==> config.mk <==
export PLATFORM = sky130hd
export DESIGN_NAME = bp_be_sys_cmd_queue
export DESIGN_NICKNAME = d
export VERILOG_FILES = /design/src/rtl/bp_be_pkg.sv /design/src/rtl/bp_be_sys_cmd_fifo.sv /design/src/rtl/bp_be_sys_cmd_queue.sv
export SDC_FILE = /design/constraint.sdc
export NUM_CORES = 1
export LEC_CHECK = 0
export CAP_MARGIN = 15
export CORE_ASPECT_RATIO = 0.6
export CORE_MARGIN = 1
export CORE_UTILIZATION = 50
export CTS_CLUSTER_SIZE = 30
export DETAILED_ROUTE_END_ITERATION = 16
export DONT_BUFFER_PORTS = 1
export PLACE_DENSITY = 0.74
export SYNTH_ARGS = -nofsm -noshare
export SYNTH_HDL_FRONTEND = slang
export SYNTH_SLANG_ARGS = --single-unit
==> constraint.sdc <==
create_clock -name clk_i -period 6.8 [get_ports clk_i]
set_input_delay 0.34 -clock clk_i [delete_from_list [all_inputs] [get_ports clk_i]]
set_output_delay 0.34 -clock clk_i [all_outputs]
set_load 0.01 [all_outputs]
==> src/rtl/bp_be_pkg.sv <==
// Backend shared types: CSR op encodings and the system command bundle.
// The command struct is declared per-instance because its widths are parametric.
`define DECLARE_BP_BE_SYS_CMD_S(op_w, data_w) \
    typedef struct packed { \
        logic [(op_w)-1:0]   op; \
        logic [11:0]         addr; \
        logic [(data_w)-1:0] data; \
    } bp_be_sys_cmd_s

`define BP_BE_SYS_CMD_WIDTH(op_w, data_w) ((op_w) + 12 + (data_w))

package bp_be_pkg;

    localparam int csr_addr_width_gp = 12;

    typedef enum logic [4:0] {
        e_csrrw  = 5'h00,
        e_csrrs  = 5'h01,
        e_csrrc  = 5'h02,
        e_csrrwi = 5'h03,
        e_csrrsi = 5'h04,
        e_csrrci = 5'h05,
        e_ecall  = 5'h06,
        e_ebreak = 5'h07,
        e_mret   = 5'h08,
        e_sret   = 5'h09,
        e_wfi    = 5'h0a,
        e_sfence = 5'h0b
    } bp_be_csr_fu_op_e;

endpackage

==> src/rtl/bp_be_sys_cmd_fifo.sv <==
// 1r1w command FIFO with occupancy count; accepts an enqueue when full
// provided the head leaves in the same cycle.
module bp_be_sys_cmd_fifo
    import bp_be_pkg::*;
#(
    parameter int width_p = 81,
    parameter int els_p   = 4
)
(
    input  logic                       clk_i,
    input  logic                       reset_n_i,
    input  logic                       v_i,
    input  logic [width_p-1:0]         data_i,
    input  logic                       yumi_i,
    output logic                       v_o,
    output logic [width_p-1:0]         data_o,
    output logic                       full_o,
    output logic [$clog2(els_p+1)-1:0] count_o
);

    localparam int ptr_width_lp = (els_p > 1) ? $clog2(els_p) : 1;
    localparam int cnt_width_lp = $clog2(els_p + 1);

    logic [width_p-1:0]      mem [els_p];
    logic [ptr_width_lp-1:0] wptr;
    logic [ptr_width_lp-1:0] rptr;
    logic [cnt_width_lp-1:0] count;
    logic                    enq;
    logic                    deq;

    function automatic logic [ptr_width_lp-1:0] bump(
        input logic [ptr_width_lp-1:0] p
    );
        return (p == ptr_width_lp'(els_p - 1)) ? '0 : p + 1'b1;
    endfunction

    assign v_o     = (count != '0);
    assign full_o  = (count == cnt_width_lp'(els_p));
    assign count_o = count;
    assign data_o  = mem[rptr];
    assign deq     = yumi_i & v_o;
    assign enq     = v_i & (~full_o | deq);

    always_ff @(posedge clk_i) begin
        if (!reset_n_i) begin
            wptr  <= '0;
            rptr  <= '0;
            count <= '0;
            for (int i = 0; i < els_p; i++) begin
                mem[i] <= '0;
            end
        end else begin
            if (enq) begin
                mem[wptr] <= data_i;
                wptr      <= bump(wptr);
            end
            if (deq) begin
                rptr <= bump(rptr);
            end
            unique case ({enq, deq})
                2'b10:   count <= count + 1'b1;
                2'b01:   count <= count - 1'b1;
                default: count <= count;
            endcase
        end
    end

endmodule

==> src/rtl/bp_be_sys_cmd_queue.sv <==
// Killable CSR command pipe with prioritised fault/fill merge at the tail,
// buffered into a FIFO drained by the CSR unit.
module bp_be_sys_cmd_queue
    import bp_be_pkg::*;
#(
    parameter int data_width_p   = 64,
    parameter int vaddr_width_p  = 39,
    parameter int csr_op_width_p = 5,
    parameter int stages_p       = 2,
    parameter int num_fault_p    = 8,
    parameter int fifo_els_p     = 4
)
(
    input  logic                                  clk_i,
    input  logic                                  reset_n_i,
    input  logic                                  cmd_v_i,
    input  logic [csr_op_width_p-1:0]             cmd_op_i,
    input  logic [csr_addr_width_gp-1:0]          cmd_addr_i,
    input  logic [data_width_p-1:0]               cmd_data_i,
    input  logic [stages_p-1:0]                   kill_i,
    input  logic [num_fault_p-1:0]                fault_v_i,
    input  logic [num_fault_p*csr_op_width_p-1:0] fault_op_i,
    input  logic [vaddr_width_p-1:0]              fault_vaddr_i,
    output logic                                  csr_cmd_v_o,
    output logic [csr_op_width_p-1:0]             csr_cmd_op_o,
    output logic [csr_addr_width_gp-1:0]          csr_cmd_addr_o,
    output logic [data_width_p-1:0]               csr_cmd_data_o,
    input  logic                                  csr_cmd_ready_i,
    output logic                                  stall_o,
    output logic                                  overflow_o
);

    `DECLARE_BP_BE_SYS_CMD_S(csr_op_width_p, data_width_p);

    localparam int cmd_width_lp =
        `BP_BE_SYS_CMD_WIDTH(csr_op_width_p, data_width_p);
    localparam int cnt_width_lp = $clog2(fifo_els_p + 1);

    logic [stages_p-1:0]       stage_v_r;
    bp_be_sys_cmd_s            stage_r [stages_p];
    logic                      head_v;
    bp_be_sys_cmd_s            head;
    logic                      fault_any;
    logic [csr_op_width_p-1:0] fault_op;
    bp_be_sys_cmd_s            enq_cmd;
    logic                      enq_v;
    logic                      deq;
    logic                      fifo_full;
    logic [cnt_width_lp-1:0]   count;
    logic [cmd_width_lp-1:0]   fifo_data;
    bp_be_sys_cmd_s            out_cmd;
    logic                      overflow_r;
    logic [31:0]               occupancy;

    always_ff @(posedge clk_i) begin
        if (!reset_n_i) begin
            stage_v_r <= '0;
            for (int s = 0; s < stages_p; s++) begin
                stage_r[s] <= '0;
            end
        end else begin
            stage_v_r[0]    <= cmd_v_i;
            stage_r[0].op   <= cmd_op_i;
            stage_r[0].addr <= cmd_addr_i;
            stage_r[0].data <= cmd_data_i;
            // a kill on stage s squashes the entry as it leaves that stage
            for (int s = 1; s < stages_p; s++) begin
                stage_v_r[s] <= stage_v_r[s-1] & ~kill_i[s-1];
                stage_r[s]   <= stage_r[s-1];
            end
        end
    end

    assign head_v = stage_v_r[stages_p-1];
    assign head   = stage_r[stages_p-1];

    // descending scan so the lowest requesting source is the last to win
    always_comb begin
        fault_any = 1'b0;
        fault_op  = '0;
        for (int k = num_fault_p - 1; k >= 0; k--) begin
            if (fault_v_i[k]) begin
                fault_any = 1'b1;
                fault_op  = fault_op_i[k*csr_op_width_p +: csr_op_width_p];
            end
        end
    end

    always_comb begin
        enq_cmd = head;
        if (fault_any) begin
            enq_cmd.op   = fault_op;
            enq_cmd.addr = head_v ? head.addr : '0;
            enq_cmd.data = data_width_p'(fault_vaddr_i);
        end
    end

    assign enq_v = fault_any | (head_v & ~kill_i[stages_p-1]);
    assign deq   = csr_cmd_v_o & csr_cmd_ready_i;

    bp_be_sys_cmd_fifo #(
        .width_p (cmd_width_lp),
        .els_p   (fifo_els_p)
    ) fifo (
        .clk_i     (clk_i),
        .reset_n_i (reset_n_i),
        .v_i       (enq_v),
        .data_i    (enq_cmd),
        .yumi_i    (deq),
        .v_o       (csr_cmd_v_o),
        .data_o    (fifo_data),
        .full_o    (fifo_full),
        .count_o   (count)
    );

    assign out_cmd        = fifo_data;
    assign csr_cmd_op_o   = out_cmd.op;
    assign csr_cmd_addr_o = out_cmd.addr;
    assign csr_cmd_data_o = out_cmd.data;

    always_ff @(posedge clk_i) begin
        if (!reset_n_i) begin
            overflow_r <= 1'b0;
        end else if (enq_v & fifo_full & ~deq) begin
            overflow_r <= 1'b1;
        end
    end

    assign overflow_o = overflow_r;

    // reserve a slot for every command already in flight
    always_comb begin
        occupancy = 32'(count);
        for (int s = 0; s < stages_p; s++) begin
            occupancy = occupancy + 32'(stage_v_r[s]);
        end
    end

    assign stall_o = (occupancy >= 32'(fifo_els_p));

endmodule

# Word level (Yosys, flattened, before mapping)
# Memories as Yosys holds them, arrays and structs flattened. A register that Yosys moved wholly into a read port is not among the register bits.
# Cells that the tools add are included.
[word_totals]
regBits = 10
ramBits = 486
inputBits = 174
out_inout_bits = 84
wordCells = 74
n_memories = 2
[op_classes]
n_addsub = 6
order_cmp = 1
n_eq_ne = 5
mux = 35
bitwise_logic = 17
n_reduce_logical = 3
[mem_list]
columns = ["name", "words", "width", "rd", "rd_ports_with_merged_regs", "wr", "line", "rtl"]
rows = [
  ["fifo.mem", 4, 81, 1, 1, 4, "bp_be_sys_cmd_fifo.sv:24", "logic [width_p-1:0] mem [els_p];"],
  ["stage_r", 2, 81, 2, 0, 2, "bp_be_sys_cmd_queue.sv:40", "bp_be_sys_cmd_s stage_r [stages_p];"],
]
[ops]
columns = ["cell", "count"]
rows = [
  ["81-bit two-way mux", 3],
  ["81-bit OR reduction", 1],
  ["64-bit two-way mux", 1],
  ["5-bit two-way mux", 9],
  ["12-bit two-way mux", 2],
  ["1-bit two-way mux", 14],
  ["2-bit two-way mux", 5],
  ["1-bit AND", 7],
  ["2-bit == test (second input constant)", 3],
  ["1-bit OR", 6],
  ["3-bit case mux with 2 select lines", 1],
  ["4-bit by 1-bit adder with 5-bit output", 1],
  ["5-bit by 3-bit greater-or-equal comparator with 1-bit output (second input constant)", 1],
  ["2-bit by 1-bit adder with 2-bit output (second input constant)", 2],
  ["3-bit by 1-bit adder with 4-bit output", 1],
  ["1-bit NOT", 4],
  ["3-bit by 1-bit adder with 3-bit output (second input constant)", 1],
  ["3-bit == test (second input constant)", 1],
  ["3-bit nonzero test", 1],
  ["3-bit by 1-bit subtractor with 3-bit output (second input constant)", 1],
  ["2-bit by 1-bit == test with 1-bit output (second input constant)", 1],
  ["2-bit nonzero test", 1],
]

# Longest topological paths before layout
# Gate-level depths: netlist of the first run.
[depth]
word_depth = 15
mapped_depth = 10
ltp_nobuf = 9

# Cells and area by module
# Synthesis of the first run repeated with hierarchy kept, for this count alone.
[unflattened]
cells_unflattened = 1418
area_unflattened_um2 = 19914.1
[modules_own_cells]
columns = ["module", "instances", "cells_per_inst", "area_each_um2", "seq_area_each_um2"]
rows = [
  ["bp_be_sys_cmd_fifo", 1, 840, 14332.5, 9909.5],
  ["bp_be_sys_cmd_queue", 1, 578, 5581.6, 3303.2],
]

# Worst setup path after synthesis of the first run
# No wires, ideal clock.
[synth_path]
path_type = "input to register"
from = "input port fault_v_i[1]"
to = "memory fifo.mem[3][0], enable pin"
setup_time_ps = 632
t_arrival_ps = 6538
required_ps = 6168
setup_slack_ps = -370
path_stages = 5
n_path_buf = 1
path_cell_list = "clkbuf_2 > nor2_1 > nand4_1 > o21ai_1 > o21ai_0"
[synth_lines]
columns = ["element", "line", "rtl"]
rows = [
  ["start: declaration", "bp_be_sys_cmd_queue.sv:21", "input logic [num_fault_p-1:0] fault_v_i,"],
  ["end: declaration", "bp_be_sys_cmd_fifo.sv:24", ""],
]

==> results of run 1 <==
==> cell usage after synthesis (all sizes together), types with 2 or more instances <==
master / count
edfxtp: 324
nand3: 2
a21oi: 3
or3: 4
nor3: 7
mux4: 81
a21boi: 3
and2: 189
or3b: 2
a221oi: 12
nor3b: 2
o2111ai: 4
o21ai: 7
clkbuf: 34
mux2i: 39
nor2b: 4
inv: 20
dfxtp: 174
ha: 4
a221o: 4
nand2: 60
o211ai: 4
buf: 51
a21o: 3
nor2: 298
==> routing by layer <==
metal / part of all wire [%] / GRT usage, % / vias up
met3: 7.4 / 5.81 / 85
met2: 47 / 36.0 / 410
met4: 3.7 / 8.58 / 0
met1: 42 / 30.5 / 5387
met5: 0 / 0 / -
li1: - / - / 4896
==> worst max path at each step <==
stage,from,endpoint,slack [ns],cells past startpoint
global route,stage_v_r[1]$_SDFF_PN0_,fifo.mem[2][69]$_SDFFCE_PN0P_,2.91,6
finish,fifo.count_o[0]$_SDFFE_PN0P_,fifo.mem[2][43]$_SDFFCE_PN0P_,3.15,6
detailed placement,fault_v_i[2],fifo.mem[2][72]$_SDFFCE_PN0P_,2.95,6
floorplan,fault_v_i[1],fifo.mem[3][0]$_DFFE_PP_,1.82,5
global placement,fault_v_i[2],fifo.mem[2][68]$_SDFFCE_PN0P_,3.02,6
CTS,stage_v_r[1]$_SDFF_PN0_,fifo.mem[2][46]$_SDFFCE_PN0P_,3.15,6
==> cell type report <==
type,instances,area [um^2],area share [%]
Tap cell,513,642,2.93
Clock inverter,11,61.3,0.280
Multi-Input combinational cell,745,5450,24.9
Sequential cell,498,13200,60.4
Timing Repair Buffer,113,1120,5.13
Antenna cell,3,7.51,0.0343
Inverter,20,75.1,0.343
Clock buffer,72,1320,6.03
==> state kept, by name (all words and copies together), names as in the netlist, named ones only <==
name,count
fifo.count_o,3
fifo.mem,324
fifo.rptr,2
fifo.wptr,2
overflow_o,1
stage_r,162
stage_v_r,2
==> power breakdown <==
part	internal, uW	switching, uW
registers	3530	149
clock network	1340	1090
logic	406	606
total	5270	1850
==> cell families (layout without fill, tap and decap cells) <==
| kind of cell | after synthesis | count (layout) |
|---|---|---|
| and+or+nand+nor | 572 | 572 |
| DFF | 498 | 498 |
| muxes | 120 | 120 |
| buffers and inverters | 105 | 216 |
| AOI/OAI and AO/OA | 46 | 46 |
| adders and majority gates | 5 | 5 |
| xor gates and xnor gates | 2 | 2 |
| other | 0 | 3 |
==> worst reg2reg max path: cells and delay by family, from the launching register on <==
| family | cells | cell delay [ns] |
|---|---|---|
| AND/OR/NAND/NOR | 4 | 1.42 |
| flip-flops | 1 | 0.35 |
| buffers and inverters | 1 | 0.85 |
| AO/OA/AOI/OAI | 1 | 0.73 |
==> metrics by stage <==
step           setup WS [ns]  util (%)  hold WS, ns
6_report                3.15      58.2       0.0874
5_1_grt                 2.91      58.2       0.0871
4_1_cts                 3.15      58.2       0.0559
3_5_place_dp            2.95      51.7        0.414
3_3_place_gp            3.02      51.7        0.414
2_1_floorplan           1.82         -        0.412
==> flow_summary.rst, run 1 <==
.. list-table::
   :header-rows: 1

   * - Metric
     - Value
   * - Number of flops mapped to enable cells by yosys
     - 324
   * - Via count of the first global-routing pass
     - 11000
   * - Antenna violation net count after detailed routing
     - 0
   * - First-pass iteration count of the detailed router
     - 5
   * - Count of standard-cell rows
     - 55
   * - Total global-route track usage
     - between 20% and 30%
   * - Synthesized net count
     - approximately 1500
   * - Crit-path leading delay family
     - simple AND/OR/NAND/NOR gates
   * - Setup TNS Final
     - 0 ns
   * - Number of port buffers
     - 0
   * - Max-slew violation count
     - 0
   * - Post-route cell area
     - 0.0219 mm^2
   * - CTS tree
     - yes
   * - Sequential element share of the synthesized area
     - 69.2%
   * - Shortest clock period the worst path allows after layout
     - 3.65 ns
   * - Number of distinct library cell variants in the gate-level netlist after synthesis
     - 45
   * - Element type at the critical path end
     - register
   * - Buffers from clock root to sink, at most
     - 3
   * - Fraction of synthesized area in multiplexers
     - 11.6%
   * - Number of buffers added by the clock tree synthesis step
     - 45
   * - Die outline height
     - 153 um
   * - Upper clock frequency limit
     - roughly 270 MHz
   * - End of the worst register-to-register path
     - fifo.mem[2][43]$_SDFFCE_PN0P_
   * - Start point of the worst min-delay path
     - fault_vaddr_i[35]
   * - Arrival time at the worst endpoint
     - ~3.9 ns
   * - Largest net degree at the start of global routing
     - 154
   * - Number of placed instances with taps included
     - between 1500 and 2000
   * - R2r setup slk
     - about 3.2 ns
   * - CP max stage cell
     - sky130_fd_sc_hd__buf_4
   * - Global-route wire length before repair
     - 66300 um
   * - Placed cell area
     - 0.0195 mm^2
   * - Total die area
     - 0.0390 mm^2
   * - Cells taking the most area after synthesis
     - sky130_fd_sc_hd__edfxtp_1 (51%), sky130_fd_sc_hd__dfxtp_1 (18%), sky130_fd_sc_hd__mux4_2 (9.5%), sky130_fd_sc_hd__and2_1 (6.2%), sky130_fd_sc_hd__nor2_1 (5.5%)
   * - Cell leakage power
     - 0.00788 uW
   * - Measured slew at the worst slew-check pin
     - 1.15 ns
   * - Average size of a mapped cell
     - 14.2 um^2
   * - Number of hold-slack violations in the final timing report
     - 0
   * - Number of sinks driven by the clock tree
     - 498
   * - Area fraction in compound gates after synthesis
     - 1.87%
   * - Post-synthesis to final-layout area growth
     - 14.7%
   * - Number of flip-flops and latches in the synthesized netlist
     - between 400 and 500
   * - H-tree levels
     - 2
   * - Root Buffer Master
     - sky130_fd_sc_hd__clkbuf_16
   * - Worst slew margin relative to its limit
     - between 20% and 30%
   * - Share of cells above drive strength 1
     - 12.7%
   * - Hold buffer count at CTS
     - approximately 100
   * - Count of maximum capacitance violations
     - 0
   * - Worst hold path class
     - primary input to register
   * - Count of warnings emitted by yosys
     - 0
   * - Global placer's final weighted congestion
     - 0.807
   * - Horizontal die dimension
     - 254 um
   * - Delay of the slowest cell on the worst path
     - 0.85 ns
   * - Clock transition at path regs
     - 0.07 ns
   * - Share of async-settable or async-resettable flops after synthesis
     - 0%
   * - Post_cts resized
     - 0
   * - Fill cell instance count of the final layout
     - 2933
   * - Post-synth top area share
     - around half
   * - Overall power of the completed layout
     - approximately 7100 uW
   * - Post-Route Skew
     - 0.0189 ns
   * - Post-route fraction of the period consumed by the critical path
     - 53.7%
   * - Final Non-Filler Cells
     - around 2000
   * - I/O pin total
     - 258
   * - Fin nets
     - 1602
   * - Worst IR Drop VDD
     - between 0.2 and 0.25 mV
   * - Terminating pin of the worst hold path
     - fifo.mem[3][35]$_DFFE_PP_
   * - Number of stages on the worst hold path
     - 2
   * - Number of buffers inserted to repair setup after CTS
     - 0
   * - Routed vias/inst
     - around 5.5
   * - Vias
     - 10800
   * - Predominant post-synthesis flop cell
     - sky130_fd_sc_hd__edfxtp_1
   * - Power density over the cells
     - 325 mW/mm^2
   * - Cell type with the highest aggregate area in the netlist
     - sky130_fd_sc_hd__edfxtp_1
   * - Xor-xnor portion of the synthesized cell area
     - 0.0917%
   * - Initial cell density of the core
     - 50.7%
   * - Sum of routed wire length over all layers
     - 43900 um
   * - Clk_lat worst skew
     - 0.56 ns
   * - Core Region
     - between 0.03 and 0.04 mm^2
   * - Total global routing overflow
     - 0
   * - RSZ-0062 raised after global routing
     - false
   * - Most frequent cells in the layout
     - sky130_fd_sc_hd__edfxtp_1 (324), sky130_fd_sc_hd__nor2_1 (278), sky130_fd_sc_hd__and2_1 (189)
   * - Estimated wirelength of the detail-placed design
     - 24500 um
   * - Data required time at the worst endpoint
     - 7.05 ns
   * - Worst r2r path cells
     - 6
   * - Cells after Synth
     - 1348
   * - Initial antenna violation count
     - 3
   * - Starting DRC count in detailed routing
     - 976
   * - Kind of critical path
     - register to register
   * - Synth Area in Simple Gates
     - 14.3%
   * - Syn Std Cell Area
     - 0.0191 mm^2
   * - Final-report setup violation count
     - 0
   * - Routed wire length per instance
     - between 20 and 25 um
   * - Startpoint kind of the worst setup timing path
     - register
   * - Source of the worst register-to-register timing path
     - fifo.count_o[0]$_SDFFE_PN0P_
   * - Adder-cell area share of the yosys netlist
     - 0.367%
   * - Dominant combinational cell family by area after synthesis
     - simple AND/OR/NAND/NOR gates
   * - Residual DRC
     - 0
   * - Most common cell after layout, fill and taps aside
     - sky130_fd_sc_hd__edfxtp_1
   * - Ordered cell list for the critical path
     - or4b_1 > nand2_1 > a21o_4 > or3b_4 > buf_4 > nor2_1
   * - Buffers and inverters on the worst path
     - 1
   * - Run status
     - completed
   * - Crit Path Max Fanout
     - between 70 and 80
Power figures use the tool's default switching activity.
==> run 2, diff against run 1 <==
- clock period: 6.8 -> 3.1 ns (I/O delays scaled with it)
==> run 2 against run 1 <==
Against the previous run: first-iteration DRC count is 3.9% lower; register-to-register slack got worse by 2.7 ns; flip-flop and latch count unchanged; via count is 2.1% higher; global-route usage increased by 0.34 points; critical path type unchanged; largest cell class unchanged.
==> flow_summary.rst, run 2 (same netlist as run 1, synthesis figures left out) <==
.. list-table::
   :header-rows: 1

   * - Metric
     - Value
   * - Buffers from clock root to sink, at most
     - 3 (unchanged)
   * - R2r setup slk
     - 0.47 ns (-2.68 ns)
   * - Global-route wire length before repair
     - 68000 um (+2.6%)
   * - Count of standard-cell rows
     - 55 (unchanged)
   * - Root Buffer Master
     - sky130_fd_sc_hd__clkbuf_16
   * - Total die area
     - 0.0390 mm^2 (unchanged)
   * - Sum of routed wire length over all layers
     - 44500 um (+1.2%)
   * - Initial cell density of the core
     - 50.7% (unchanged)
   * - Upper clock frequency limit
     - 381 MHz (+39%)
   * - Kind of critical path
     - register to register
   * - Routed vias/inst
     - 5.41 (-0.94%)
   * - Starting DRC count in detailed routing
     - 938 (-3.9%)
   * - Worst slew margin relative to its limit
     - 55.8% (+33 points)
   * - Number of buffers added by the clock tree synthesis step
     - 44 (-2.2%)
   * - Estimated wirelength of the detail-placed design
     - 24300 um (-1.2%)
   * - Footprint of the multi-input gates
     - 0.00545 mm^2 (about the same)
   * - Arrival time at the worst endpoint
     - 3.11 ns (-0.79 ns)
   * - Clock transition at path regs
     - 0.06 ns (about the same)
   * - Post-route fraction of the period consumed by the critical path
     - 84.8% (+31 points)
   * - Count of maximum capacitance violations
     - 0 (unchanged)
   * - Run status
     - completed
   * - Number of sinks driven by the clock tree
     - 498 (unchanged)
   * - Data required time at the worst endpoint
     - 3.58 ns (-3.47 ns)
   * - Startpoint kind of the worst setup timing path
     - register
   * - Final-report setup violation count
     - 0 (unchanged)
   * - Cell leakage power
     - 0.00824 uW (+4.7%)
   * - Measured slew at the worst slew-check pin
     - 0.645 ns (-0.508 ns)
   * - Power density over the cells
     - 694 mW/mm^2 (+110%)
   * - Total global-route track usage
     - 23.1% (+0.34 points)
   * - Vias
     - 11000 (+2.1%)
   * - Residual DRC
     - 0 (unchanged)
   * - Initial antenna violation count
     - 1 (-2)
   * - Share of cells above drive strength 1
     - 13.0% (+0.26 points)
   * - Die outline height
     - 153 um (unchanged)
   * - H-tree levels
     - 2 (unchanged)
   * - Max-slew violation count
     - 0 (unchanged)
   * - End of the worst register-to-register path
     - fifo.count_o[2]$_SDFFE_PN0P_
   * - Most frequent cells in the layout
     - sky130_fd_sc_hd__edfxtp_1 (324), sky130_fd_sc_hd__nor2_1 (278), sky130_fd_sc_hd__and2_1 (189)
   * - Sequential Area
     - 0.0132 mm^2 (unchanged)
   * - I/O pin total
     - 258 (unchanged)
   * - Via count of the first global-routing pass
     - 11700 (+6.0%)
   * - Shortest clock period the worst path allows after layout
     - 2.63 ns (-1.02 ns)
   * - Core Region
     - 0.0376 mm^2 (unchanged)
   * - Horizontal die dimension
     - 254 um (unchanged)
   * - Worst IR Drop VDD
     - 0.679 mV (+240%)
   * - GR met3 Demand/Resource
     - 5.60% (-0.20 points)
   * - RSZ-0062 raised after global routing
     - false
   * - Fin nets
     - 1666 (+4.0%)
   * - Post-Route Skew
     - 0.0256 ns (+0.00671 ns)
   * - Most common cell after layout, fill and taps aside
     - sky130_fd_sc_hd__edfxtp_1
   * - Core occupancy in the finished layout
     - 60.2% (+2.1 points)
   * - First-pass iteration count of the detailed router
     - 5 (unchanged)
   * - Number of flip-flops under the largest register name
     - 324 (unchanged)
   * - Largest net degree at the start of global routing
     - 145 (-5.8%)
   * - Post_cts resized
     - 0 (unchanged)
   * - Worst hold path class
     - primary input to register
   * - Grt met1 use
     - 30.3% (-0.24 points)
   * - Register with the most flip-flops
     - fifo.mem
   * - Clk_lat worst skew
     - 0.57 ns (about the same)
   * - Global placer's final weighted congestion
     - 0.827 (+2.4%)
   * - Source of the worst register-to-register timing path
     - fifo.count_o[0]$_SDFFE_PN0P_
   * - Worst r2r path cells
     - 8 (+2)
   * - Crit Path Max Fanout
     - 6 (-92%)
   * - Fill cell instance count of the final layout
     - 2756 (-6.0%)
   * - Setup TNS Final
     - 0 ns (unchanged)
   * - Start point of the worst min-delay path
     - kill_i[1]
   * - Final Non-Filler Cells
     - 2036 (+3.1%)
   * - Number of stages on the worst hold path
     - 3 (+1)
   * - Element type at the critical path end
     - register
   * - Total global routing overflow
     - 0 (unchanged)
   * - Number of placed instances with taps included
     - 1799 (+0.73%)
   * - Post-synthesis to final-layout area growth
     - 18.7%
   * - GR Util met2
     - 38.4% (+2.5 points)
   * - Most heavily used metal layer in global routing
     - met2
   * - Terminating pin of the worst hold path
     - fifo.mem[3][78]$_DFFE_PP_
   * - Number of hold-slack violations in the final timing report
     - 0 (unchanged)
   * - Routed wire length per instance
     - 21.8 um (-1.8%)
   * - Number of port buffers
     - 0 (unchanged)
   * - CTS tree
     - yes
   * - Antenna violation net count after detailed routing
     - 0 (unchanged)
==> run 2: cell count changes in the layout (fill, tap and decap cells not counted), sizes merged, moves of 2 or more <==
| cell | before | now |
|---|---|---|
| buf | 11 | 24 |
| dlygate4sd3 | 102 | 154 |
| inv | 23 | 21 |
| diode | 3 | 1 |
| clkbuf | 72 | 74 |
==> run 2: worst max-delay path, cell delays in order, from the launching register on <==
cell and delay (ns):
sky130_fd_sc_hd__dfxtp_1 0.35, sky130_fd_sc_hd__or4b_1 0.57, sky130_fd_sc_hd__o21ai_1 0.31, sky130_fd_sc_hd__ha_1 0.28, sky130_fd_sc_hd__inv_1 0.06, sky130_fd_sc_hd__fa_1 0.37
sky130_fd_sc_hd__xor2_1 0.16, sky130_fd_sc_hd__or3_1 0.30, sky130_fd_sc_hd__a21boi_0 0.16
==> run 2: layout make-up <==
class | count | share of cell area, %
flip-flops and latches | 498 | 58.3
multi-input cells | 745 | 24.0
well taps | 513 | 2.83
repair buffers | 178 | 8.34
clock inverters | 7 | 0.309
diodes | 1 | 0.0110
inverters | 20 | 0.331
clock buffers | 74 | 5.86
==> run 2: metal layers <==
| layer | wire length [um] | vias to the layer above |
|---|---|---|
| li1 | - | 5018 |
| met1 | 18400 | 5509 |
| met2 | 21800 | 406 |
| met3 | 3350 | 73 |
| met4 | 950 | 0 |
| met5 | 0 | - |
==> run 2: worst max-delay path by stage <==
stage | slack [ns] | from | endpoint | cells after the start
after CTS | 0.48 | fifo.count_o[0]$_SDFFE_PN0P_ | fifo.count_o[2]$_SDFFE_PN0P_ | 8
after detailed placement | 0.49 | stage_v_r[1]$_SDFF_PN0_ | fifo.mem[0][17]$_SDFFCE_PN0P_ | 6
final | 0.47 | fifo.count_o[0]$_SDFFE_PN0P_ | fifo.count_o[2]$_SDFFE_PN0P_ | 8
after floorplan | 0.008 | fifo.count_o[0]$_SDFFE_PN0P_ | fifo.mem[0][0]$_SDFFCE_PN0P_ | 8
after global placement | 0.49 | fifo.count_o[0]$_SDFFE_PN0P_ | fifo.count_o[2]$_SDFFE_PN0P_ | 8
after global routing | 0.30 | fifo.count_o[0]$_SDFFE_PN0P_ | fifo.count_o[2]$_SDFFE_PN0P_ | 8
==> run 2: what timing repair did <==
action,in CTS,in global routing
endpoints found under the hold margin,345,0
setup buffers,0,0
hold buffers,155,0
==> run 2: stage by stage <==
step                setup WS (ns)  hold WS [ns]  power, uW  cell area [um^2]
finish                      0.472        0.0391      15700             22700
global route                0.298        0.0413      16300             22700
CTS                         0.477       0.00904      15800             22700
detailed placement          0.487         0.233      10400             19700
global placement            0.487         0.237      10400             19700
floorplan                 0.00838         0.227       9700             19100
==> run 2: report_power, final <==
| group | leakage (uW) | internal, uW | switching, uW | total, uW |
|---|---|---|---|---|
| Clock | 0.000682 | 2940 | 2390 | 5330 |
| Combinational | 0.00272 | 1010 | 1430 | 2440 |
| Sequential | 0.00484 | 7740 | 228 | 7960 |
==> run 3, diff against run 2 <==
- ABC_AREA: unset -> 1
- clock period: 3.1 -> 2.4 ns (I/O delays scaled with it)
==> run 3 against run 2 <==
Against the previous run: synthesized area rose by 1.8%; synthesized cell count rose by 42%; cell count rose by 29%; clock power rose by 39%; via count rose by 27%; routed wire length rose by 14%; flip-flop and latch count did not move; critical path type is now register to output port.
==> flow_summary.rst, run 3 <==
.. list-table::
   :header-rows: 1

   * - Metric
     - Value
   * - Setup TNS Final
     - 0 ns (unchanged)
   * - Overall power of the completed layout
     - 22800 uW (+45%)
   * - Routed vias/inst
     - 5.32 (-1.6%)
   * - Number of flip-flops under the largest register name
     - 324 (unchanged)
   * - Relative contribution of the clock network to total power
     - 32.4% (-1.5 points)
   * - Final Non-Filler Cells
     - 2630 (+29%)
   * - Worst hold path class
     - primary input to register
   * - Routed wire length per instance
     - 19.2 um (-12%)
   * - Crit Path Max Fanout
     - 50 (+44)
   * - Post-synth top area share
     - 50.0% (-0.88 points)
   * - Buffers from clock root to sink, at most
     - 3 (unchanged)
   * - Number of port buffers
     - 0 (unchanged)
   * - Final-report setup violation count
     - 0 (unchanged)
   * - Core Region
     - 0.0380 mm^2 (+0.91%)
   * - Measured slew at the worst slew-check pin
     - 0.907 ns (+0.262 ns)
   * - Fin nets
     - 2256 (+35%)
   * - Worst IR Drop VDD
     - 0.635 mV (-6.5%)
   * - Total internal power
     - 15900 uW (+36%)
   * - Count of warnings emitted by yosys
     - 0 (unchanged)
   * - Total global routing overflow
     - 0 (unchanged)
   * - Residual DRC
     - 0 (unchanged)
   * - Max-slew violation count
     - 0 (unchanged)
   * - Dominant combinational cell family by area after synthesis
     - simple AND/OR/NAND/NOR gates
   * - Switching fraction of total power
     - 30.5% (+4.8 points)
   * - Number of sinks driven by the clock tree
     - 498 (unchanged)
   * - Cell type with the highest aggregate area in the netlist
     - sky130_fd_sc_hd__edfxtp_1
   * - Initial antenna violation count
     - 2 (+1)
   * - Register with the most flip-flops
     - fifo.mem
   * - Syn Std Cell Area
     - 0.0194 mm^2 (+1.8%)
   * - Root Buffer Master
     - sky130_fd_sc_hd__clkbuf_16
   * - Net switching component of the power
     - 6970 uW (+72%)
   * - H-tree levels
     - 2 (unchanged)
   * - Total global-route track usage
     - 25.4% (+2.3 points)
   * - Number of hold-slack violations in the final timing report
     - 0 (unchanged)
   * - Via count of the first global-routing pass
     - 14000 (+20%)
   * - Starting DRC count in detailed routing
     - 1237 (+32%)
   * - Cell leakage power
     - 0.00997 uW (+21%)
   * - Count of maximum capacitance violations
     - 0 (unchanged)
   * - Buffers and inverters on the worst path
     - 2 (+1)
   * - Number of flops mapped to enable cells by yosys
     - 324 (unchanged)
   * - Crit-path leading delay family
     - compound AO/OA/AOI/OAI gates
   * - Startpoint kind of the worst setup timing path
     - register
   * - Data required time at the worst endpoint
     - 2.28 ns (-1.30 ns)
   * - Run status
     - completed
   * - Largest net degree at the start of global routing
     - 125 (-14%)
   * - Fraction of synthesized area in multiplexers
     - 2.01% (-9.6 points)
   * - CP max stage cell
     - sky130_fd_sc_hd__o22ai_1
   * - Sum of routed wire length over all layers
     - 50600 um (+14%)
   * - Number of placed instances with taps included
     - 2364 (+31%)
   * - Vias
     - 14000 (+27%)
   * - First-pass iteration count of the detailed router
     - 5 (unchanged)
   * - Cells taking the most area after synthesis
     - sky130_fd_sc_hd__edfxtp_1 (50%), sky130_fd_sc_hd__dfxtp_1 (18%), sky130_fd_sc_hd__nor2_1 (9.9%), sky130_fd_sc_hd__nand2_1 (5.1%), sky130_fd_sc_hd__o21ai_0 (4.5%)
   * - I/O pin total
     - 258 (unchanged)
   * - Top cells by count, synth
     - sky130_fd_sc_hd__nor2_1 (512), sky130_fd_sc_hd__edfxtp_1 (324), sky130_fd_sc_hd__nand2_1 (266)
   * - Power share of the combinational group
     - 21.6% (+6.1 points)
   * - Global-route wire length before repair
     - 78000 um (+15%)
   * - Antenna violation net count after detailed routing
     - 0 (unchanged)
   * - Most common cell after layout, fill and taps aside
     - sky130_fd_sc_hd__nor2_1
   * - Delay of the slowest cell on the worst path
     - 0.49 ns (-0.08 ns)
   * - Synth Area in Simple Gates
     - 15.5% (+1.2 points)
   * - Number of buffers added by the clock tree synthesis step
     - 44 (unchanged)
   * - Synthesized net count
     - 2098 (+37%)
   * - Kind of critical path
     - register to output port
   * - Sequential element share of the synthesized area
     - 68.0% (-1.2 points)
   * - Average size of a mapped cell
     - 10.1 um^2 (-29%)
   * - Ordered cell list for the critical path
     - inv_4 > buf_12 > o21ai_0 > o22ai_1
   * - Share of async-settable or async-resettable flops after synthesis
     - 0% (unchanged)
   * - Estimated wirelength of the detail-placed design
     - 28400 um (+17%)
   * - Total die area
     - 0.0397 mm^2 (+1.7%)
   * - Xor-xnor portion of the synthesized cell area
     - 0% (-0.092 points)
   * - Power density over the cells
     - 966 mW/mm^2 (+39%)
   * - Post-route fraction of the period consumed by the critical path
     - roughly 97%
   * - Die outline height
     - 155 um (+0.87%)
   * - Shortest clock period the worst path allows after layout
     - 2.32 ns
   * - Upper clock frequency limit
     - 430 MHz
   * - Predominant post-synthesis flop cell
     - sky130_fd_sc_hd__edfxtp_1
   * - Initial cell density of the core
     - 51.2% (+0.43 points)
   * - Adder-cell area share of the yosys netlist
     - 0.360% (-0.0064 points)
   * - CTS tree
     - yes
   * - Number of flip-flops and latches in the synthesized netlist
     - 498 (unchanged)
   * - RSZ-0062 raised after global routing
     - false
   * - Number of distinct library cell variants in the gate-level netlist after synthesis
     - 28 (-38%)
   * - Clock transition at path regs
     - 0.07 ns (about the same)
   * - Most numerous cell in the Yosys netlist
     - sky130_fd_sc_hd__nor2_1
   * - Worst slew margin relative to its limit
     - 39.5% (-16 points)
   * - Cells after Synth
     - 1919 (+42%)
   * - Relative contribution of sequential cells to total power
     - 46.1% (-4.5 points)
   * - Most frequent cells in the layout
     - sky130_fd_sc_hd__nor2_1 (511), sky130_fd_sc_hd__edfxtp_1 (324), sky130_fd_sc_hd__nand2_1 (257)
   * - Count of standard-cell rows
     - 55 (unchanged)
   * - Element type at the critical path end
     - output port
   * - Post-synthesis to final-layout area growth
     - 21.6%
   * - Horizontal die dimension
     - 257 um (+0.87%)
   * - Clk_lat worst skew
     - 0.57 ns (about the same)
   * - Area fraction in compound gates after synthesis
     - 7.75% (+5.9 points)
   * - Arrival time at the worst endpoint
     - 2.20 ns (-0.91 ns)
   * - Post-Route Skew
     - 0.0269 ns (+0.00137 ns)
   * - Share of cells above drive strength 1
     - 7.19% (-5.8 points)
   * - Global placer's final weighted congestion
     - 0.850 (+2.8%)
## run 3: cell types whose count changed after synthesis, moves of 81 or more
cell	delta
sky130_fd_sc_hd__inv_1	+169
sky130_fd_sc_hd__and2_1	-189
sky130_fd_sc_hd__nor2_1	+234
sky130_fd_sc_hd__nand2_1	+206
sky130_fd_sc_hd__o22ai_1	+84
sky130_fd_sc_hd__mux4_2	-81
sky130_fd_sc_hd__o21ai_0	+167
## run 3: per-stage QoR
step	setup slack, ns	utilization (%)	instance area [um^2]	hold slack [ns]
4_1_cts	0.0260	62.1	23600	0.00229
3_3_place_gp	0.106	53.3	20300	0.188
6_report	0.0759	62.2	23600	0.00206
5_1_grt	0.00925	62.2	23600	0.0268
2_1_floorplan	-0.860	-	19500	0.185
3_5_place_dp	0.182	53.3	20300	0.187
## run 3: power by group through the flow
stage / Combinational [uW] / Sequential (uW) / Clock (uW)
final: 4920 / 10500 / 7390
after global routing: 5330 / 10600 / 7820
after CTS: 4910 / 10500 / 7510
after detailed placement: 4600 / 10700 / 0
after global placement: 4500 / 10700 / 0
after floorplan: 3020 / 10500 / 0
## run 3: worst paths after layout
| kind | from | end | slack, ns | depth (start not counted) |
|---|---|---|---|---|
| min reg2reg | stage_r[0][68]$_SDFF_PN0_ | stage_r[0][149]$_SDFF_PN0_ | 0.41 | 2 |
| min | reset_n_i | stage_r[0][92]$_SDFF_PN0_ | 0.002 | 3 |
| max | register | csr_cmd_data_o[37] | 0.08 | 4 |
| max reg2reg | fifo.count_o[0]$_SDFFE_PN0P_ | fifo.count_o[2]$_SDFFE_PN0P_ | 0.20 | 12 |
## run 3: cell type report
type,instances,area [um^2]
multi-input combinational,1113,5090
tap,513,642
clock inverter,25,298
timing repair buffer,228,2440
clock buffer,57,1210
inverter,192,724
sequential,498,13200
fill,2904,14300
antenna,4,10.0
## run 3: kinds of logic after synthesis
group                      count (synthesis)
adders and majority gates                  5
DFF                                      498
muxes                                     39
AOI/OAI and AO/OA                        278
and+or+nand+nor                          791
buffers and inverters                    308
## run 3: routing by layer
layer | GRT usage [%] | routed length, um | up-vias
met4 | 7.71 | 1290 | 0
met2 | 43.2 | 24200 | 585
met5 | 0 | 0 | -
met3 | 5.23 | 3680 | 83
met1 | 33.0 | 21400 | 6744
li1 | - | - | 6572
## run 3: timing repair
item | CTS | global route
endpoints found under the setup margin | 2 | 6
hold endpoints to repair | 354 | 0
hold buffers | 180 | 0
resized for setup | 2 | 7
setup buffers | 0 | 0
## run 3: worst register-to-register path, cell delays in order (launching register included)
cell,delay [ns]
sky130_fd_sc_hd__dfxtp_2,0.33
sky130_fd_sc_hd__nor2_2,0.15
sky130_fd_sc_hd__nand2_2,0.12
sky130_fd_sc_hd__nand2_2,0.11
sky130_fd_sc_hd__nand3_2,0.14
sky130_fd_sc_hd__nand2_4,0.13
sky130_fd_sc_hd__ha_1,0.15
sky130_fd_sc_hd__inv_1,0.06
sky130_fd_sc_hd__fa_1,0.38
sky130_fd_sc_hd__a21oi_1,0.14
sky130_fd_sc_hd__o21ai_0,0.12
sky130_fd_sc_hd__o21ai_0,0.19
sky130_fd_sc_hd__a21oi_1,0.07
